**src/rtl/mbscore_wb_ctrl.sv**
```systemverilog
// Writeback controller: sequences ALU->reg, ALU->mem store and mem->reg load ops; rf_we 1 cycle after accept/ack.
// Backpressure: in_ready only in IDLE; a memory op holds the controller until mem_ack or MEM_TIMEOUT cycles elapse.
module mbscore_wb_ctrl #(
   parameter int DATA_WIDTH     = 32,
   parameter int REG_ADDR_WIDTH = 5,
   parameter int MEM_TIMEOUT    = 15
) (
   input  logic                      clk,
   input  logic                      rst,
   input  logic                      in_valid,
   output logic                      in_ready,
   input  logic [1:0]                in_op,
   input  logic [REG_ADDR_WIDTH-1:0] in_rd,
   input  logic [DATA_WIDTH-1:0]     in_alu,
   output logic [1:0]                wb_sel,
   output logic [DATA_WIDTH-1:0]     alu_q,
   output logic                      mem_req,
   output logic                      mem_we,
   input  logic                      mem_ack,
   output logic                      rf_we,
   output logic [REG_ADDR_WIDTH-1:0] rf_waddr,
   output logic                      err
);

   typedef enum logic [1:0] {
      IDLE = 2'd0,
      MEM  = 2'd1,
      WB   = 2'd2
   } state_t;

   localparam logic [1:0] OP_NOP   = 2'd0;
   localparam logic [1:0] OP_A2R   = 2'd1;
   localparam logic [1:0] OP_A2M   = 2'd2;
   localparam logic [1:0] OP_M2R   = 2'd3;
   localparam logic [7:0] TIMEOUT  = 8'(MEM_TIMEOUT);

   state_t     state;
   logic [7:0] wait_cnt;
   logic [7:0] wait_cnt_nxt;

   assign wait_cnt_nxt = wait_cnt + 8'd1;

   always_ff @(posedge clk) begin
      if (rst) begin
         state    <= IDLE;
         in_ready <= 1'b1;
         wb_sel   <= OP_NOP;
         alu_q    <= '0;
         mem_req  <= 1'b0;
         mem_we   <= 1'b0;
         rf_we    <= 1'b0;
         rf_waddr <= '0;
         err      <= 1'b0;
         wait_cnt <= 8'd0;
      end else begin
         rf_we <= 1'b0;
         err   <= 1'b0;
         case (state)
            IDLE: begin
               // NOP is consumed without touching any output
               if (in_valid && in_op != OP_NOP) begin
                  wb_sel   <= in_op;
                  alu_q    <= in_alu;
                  rf_waddr <= in_rd;
                  in_ready <= 1'b0;
                  wait_cnt <= 8'd0;
                  if (in_op == OP_A2R) begin
                     state <= WB;
                     rf_we <= (in_rd != '0);
                  end else begin
                     state   <= MEM;
                     mem_req <= 1'b1;
                     mem_we  <= (in_op == OP_A2M);
                  end
               end
            end
            MEM: begin
               // ack wins over a timeout landing in the same cycle
               if (mem_ack) begin
                  mem_req <= 1'b0;
                  mem_we  <= 1'b0;
                  if (mem_we) begin
                     state    <= IDLE;
                     wb_sel   <= OP_NOP;
                     in_ready <= 1'b1;
                  end else begin
                     state <= WB;
                     rf_we <= (rf_waddr != '0);
                  end
               end else if (wait_cnt_nxt == TIMEOUT) begin
                  state    <= IDLE;
                  mem_req  <= 1'b0;
                  mem_we   <= 1'b0;
                  wb_sel   <= OP_NOP;
                  in_ready <= 1'b1;
                  err      <= 1'b1;
                  wait_cnt <= wait_cnt_nxt;
               end else begin
                  wait_cnt <= wait_cnt_nxt;
               end
            end
            WB: begin
               state    <= IDLE;
               wb_sel   <= OP_NOP;
               in_ready <= 1'b1;
            end
            default: begin
               state    <= IDLE;
               wb_sel   <= OP_NOP;
               mem_req  <= 1'b0;
               mem_we   <= 1'b0;
               in_ready <= 1'b1;
            end
         endcase
      end
   end

endmodule

```
**config.mk**
```make
export PLATFORM = sky130hd
export DESIGN_NAME = mbscore_wb_ctrl
export DESIGN_NICKNAME = d
export VERILOG_FILES = /design/src/rtl/mbscore_wb_ctrl.sv
export SDC_FILE = /design/constraint.sdc
export NUM_CORES = 1
export LEC_CHECK = 0
export CELL_PAD_IN_SITES_DETAIL_PLACEMENT = 1
export CELL_PAD_IN_SITES_GLOBAL_PLACEMENT = 2
export CORE_UTILIZATION = 25
export DETAILED_ROUTE_END_ITERATION = 10
export GPL_TIMING_DRIVEN = 1
export HOLD_SLACK_MARGIN = 0.03
export PLACE_DENSITY_LB_ADDON = 0.08
export SYNTH_ARGS = -nofsm -noshare
export SYNTH_HDL_FRONTEND = slang
export SYNTH_SLANG_ARGS = --single-unit
```
**constraint.sdc**
```tcl
create_clock -name clk -period 4.6 [get_ports clk]
set_input_delay 1.15 -clock clk [delete_from_list [all_inputs] [get_ports clk]]
set_output_delay 1.15 -clock clk [all_outputs]
set_load 0.02 [all_outputs]
```
Yosys cells after proc, flatten, opt, wreduce, memory -nomap -nowiden
Index checks and enable logic that the tools add are counted.
Widths: inputs -> output; s select.
Operators by class
  reductions and logical operators: 12
  bitwise operators: 2
  eq/ne operators: 10
  multiplexer cells: 32
  divide/modulo/power cells: 0
  add/subtract/negate cells: 1
  shift operators: 0
  $mul: 0
  magnitude comparators: 0
Operators with widths (number)
  $mux 2: 8
  $mux 8: 2
  $pmux 8 s2: 1
  $mux 1: 15
  $reduce_bool 5->1: 2
  $add 8x1->8 const B: 1
  $eq 8x4->1 const B: 1
  $pmux 2 s2: 2
  $ne 2x2->1 const B: 3
  $ne 3x3->1 const B: 2
  $pmux 1 s3: 2
  $reduce_and 3->1: 2
  $eq 2x1->1 const B: 2
  $eq 2x2->1 const B: 2
  $pmux 1 s2: 2
  $reduce_and 2->1: 2
  $reduce_and 4->1: 1
  $reduce_bool 2->1: 2
  $reduce_or 3->1: 1
  $logic_not 2->1: 1
  $not 1->1: 2
  $logic_and 1x1->1: 1
Storage, ports and cells
  memories: 0
  RAM bits: 0
  latch bits: 0
  logic and storage cells: 67
  input port bits: 43
  memory bits (read-only): 0
  bits in registers: 54
  output and inout port bits: 44

Depth between registers and ports, before layout
  depth in word-level cells: 5
  mapped depth: 7
  mapped depth without buffers: 7

Worst setup path after synthesis
No wires, ideal clock.
  path type: input port to flip-flop
  start point: in mem_ack
  end point: reg in_ready
  stages: 3
  path slack: 2403 ps
  required time: 4478 ps
  arrival: 2075 ps
  cells stage by stage: or3b_1 -> a41o_1 -> a221o_1
Between the ends
  longest elaborated chain between the ends: 2
RTL lines
  from (decl): line 19  | input logic mem_ack,
  $ne 3x3->1 (no source line) or $mux 1 (tied branches)
  $reduce_and 3->1 (no source line) or $pmux 1 s2 (tied branches)
  to (signal assigned): line 46  | in_ready <= 1'b1;
  to (signal assigned): line 65  | in_ready <= 1'b0;
  to (signal assigned): line 85  | in_ready <= 1'b1;
  to (decl): line 11  | output logic in_ready,
Several ways; a longest one is shown, not always the timed one.
A chain may end at the register's enable or synchronous reset.

Worst setup path in the final report
  start point: in in_op[1]
  end point: reg alu_q[25]
Between the ends
  longest elaborated chain between the ends: 3
RTL lines
  from (decl): line 12  | input logic [1:0] in_op,
  $reduce_bool 2->1: line 61  | if (in_valid && in_op != OP_NOP) begin
  $logic_and 1x1->1: line 61
  $reduce_and 2->1 (no source line)
  to (signal assigned): line 63  | alu_q <= in_alu;
  to (decl): line 16  | output logic [DATA_WIDTH-1:0] alu_q,
Every way passes these cells.

==> flow_summary.ini <==
[clocking]
clkSlewWorstSetupHoldPaths_ns = 0.10
clkLatencyLatePin_ns = 0.31
cts_tree = done
hold_buffers = 0
clockBufferDepth = 2
post_cts_buffers = 0
cts_buffers = 5
htreeDepth = 2
clock-root-buffer = clkbuf_8
cts_sinks = 54
cts-resized-gates = 0

[setup_path]
crit_path_end_kind = flip-flop
crit_path_end = alu_q[25]$_SDFFE_PP0P_
r2r-end = mem_we$_SDFFE_PP0P_
cp.arrival_ns = 2.87
crit_path_start_kind = input pin
startpoint = in_op[1]
slowest_stage = clkdlybuf4s50_1
criticalPathCategory = input pin to flip-flop
rr_startpoint = wait_cnt[0]$_SDFFE_PP0P_
path_max_fanout = 27
crit_chain = clkdlybuf4s50_1 > nor2_1 > nor2_2 > buf_4 > nand2_1 > a21oi_1
r2r_cells = 7
r2r_slack_ns = 2.56
critPathMaxStageDelay_ns = 0.57
cp.required_ns = 4.84

[global_route]
grt_usage_pct = 14.7
grt_antenna_before_repair = 0
grt_pass1_vias = 2077
grt_pass1_wl_mm = 10.3
grt_max_degree = 52
overflow = 0

[yosys]
synth_xor_area_share_pct = 0.800
synthSimpleGateAreaFrac_pct = 26.5
ys.flop_type = dfxtp_1
ys_types = 39
synth_area_leaders = dfxtp_1 (49%), nand2_1 (15%), a21oi_1 (10%)
syn_inst = 278
ys_ff_latch = 54
async_reset_ff_share_pct = 0
ys_seq_area_share_pct = 49.4
synth_compound_area_share_pct = 17.5
yosysWarningCount = 0
synth_top_area_cell = dfxtp_1
synth.mux.area_fraction_pct = 0.915
syn_avg_cell_area_um2 = 7.87
yosys-top-cells-count = nand2_1 (85), dfxtp_1 (54), a21oi_1 (45)
synth-edff-count = 0
synth_nets = 323
synthAdderAreaFrac_pct = 1.14
synth_top_family_by_area = simple AND/OR/NAND/NOR gates
synth_top_area_share_pct = 49.4
yosysMostFrequentCell = nand2_1
synth.cell_area_mm2 = 0.00219

[floorplan]
rows = 33
start_util_pct = 26.2
core-area_mm2 = 0.00834
die_area_mm2 = 0.00913
io_pins = 87
die_w_um = 95.6
die_h_um = 95.6

[route]
drtIter0Drc = 45
firstDrtPassIters = 4
drcViolationCount = 0
vias_per_cell = 4.66
vias = 2157
wire_per_inst_um = 14.1
antenna_left = 0
routed_wl_mm = 6.55

[cells_and_area]
n_antenna_cell = 0
fin_area_mm2 = 0.00324
seqCellArea_mm2 = 0.00108
drive_gt1_share_pct = 4.75
multi_input_area_mm2 = 0.00103
area_growth_pct = 47.9
nets = 402
fillerInstances = 1020

[sta]
hold_viol = 0
drv_slew = 0
worst_pin_slew_ns = 0.678
finClkSkew_ns = 0.00849
rsz0062_at_grt = no
max_freq_ghz = 0.380
fin_tns_setup_ns = 0
finalCritPeriodShare_pct = 57.2
min_period_ns = 2.63
max_slew_margin_pct = 54.7
setup_viol = 0

[place]
routabilityCongestion = 0.758
io_buffers = 86
place_hpwl_mm = 4.62
placed_area_mm2 = 0.00313

[power_and_ir_drop]
vdd_drop_max_mv = 0.130
powerDensity_mw_per_mm2 = 316
p_leak_nw = 1.14

[status]
outcome = complete, no violations

[job]
drv_cap = 0

[worst_hold_path]
hold_class = flip-flop to flip-flop
## cell families after synthesis
family	count (synthesis)
AND/OR/NAND/NOR	131
AO/OA/AOI/OAI	68
flip-flops	54
buffers and inverters	19
XOR/XNOR	2
multiplexers	2
adder cells (fa/ha/maj)	2
## sequential cells by signal, indices dropped and copies added, names as in the netlist
register / count
mem_req: 1
rf_waddr: 5
rf_we: 1
mem_we: 1
in_ready: 1
err: 1
state: 2
wb_sel: 2
alu_q: 32
wait_cnt: 8
## where the power goes
group	switching [mW]	leakage (nW)	internal (mW)
Combinational	0.101	0.637	0.0945
Clock	0.161	0.0579	0.161
Sequential	0.0143	0.441	0.493
## worst max-delay path, delay by kind of cell
family          cells  cell delay (ns)
compound gates      1             0.13
buf+inv             2             0.97
simple gates        3             0.61
## cell type report
class,count,share of cell area [%]
clock buffers,5,2.13
flip-flops and latches,54,33.4
clock inverters,3,1.24
inverters,2,0.232
repair buffers,89,27.1
multi-input cells,205,31.8
well taps,105,4.06
## per-layer routing
metal | share of wire [%] | up-vias | wire, um | track usage (%)
li1 | - | 1103 | - | -
met1 | 44 | 1004 | 2880 | 17.9
met2 | 47 | 44 | 3060 | 23.4
met3 | 8.1 | 6 | 532 | 6.30
met4 | 1.2 | 0 | 79 | 4.48
met5 | 0 | - | 0 | 0
## cell usage in the layout (no fill, tap or decap), types with 2 or more instances in the layout
cell | synthesis | layout
a311oi_1 | 2 | 2
buf_4 | 1 | 3
inv_1 | 2 | 2
clkinv_2 | 0 | 2
o21ai_0 | 11 | 11
nand2_1 | 85 | 85
a21oi_1 | 45 | 45
nand3_1 | 6 | 6
or4_1 | 2 | 2
ha_1 | 2 | 2
clkdlybuf4s50_1 | 0 | 85
nor3b_1 | 4 | 4
nor4_1 | 2 | 2
nor3_1 | 4 | 4
dfxtp_1 | 54 | 54
clkbuf_8 | 0 | 5
mux2i_1 | 2 | 2
xnor2_1 | 2 | 2
nor2_1 | 17 | 16
## metrics by stage
step / hold slack [ns] / total power, mW / worst slack, ns / utilization [%] / cells
after CTS: 0.462 / 1.04 / 1.94 / 38.8 / 463
final: 0.458 / 1.02 / 1.97 / 38.8 / 463
after floorplan: 0.497 / 0.610 / 2.40 / - / 278
after global routing: 0.481 / 1.08 / 1.73 / 38.8 / 463
after global placement: 0.442 / 0.716 / 1.61 / 37.5 / 455
after detailed placement: 0.449 / 0.717 / 1.60 / 37.5 / 455
## how the worst min path moves through the flow
| stage | from | to | depth (start not counted) |
|---|---|---|---|
| floorplan | wait_cnt[7]$_SDFFE_PP0P_ | wait_cnt[7]$_SDFFE_PP0P_ | 1 |
| detailed placement | alu_q[31]$_SDFFE_PP0P_ | alu_q[31]$_SDFFE_PP0P_ | 2 |
| global placement | alu_q[9]$_SDFFE_PP0P_ | alu_q[9]$_SDFFE_PP0P_ | 2 |
| CTS | alu_q[1]$_SDFFE_PP0P_ | alu_q[1]$_SDFFE_PP0P_ | 2 |
| global route | alu_q[6]$_SDFFE_PP0P_ | alu_q[6]$_SDFFE_PP0P_ | 2 |
| finish | alu_q[1]$_SDFFE_PP0P_ | alu_q[1]$_SDFFE_PP0P_ | 2 |
No activity file was read; power rests on OpenSTA's default activity.
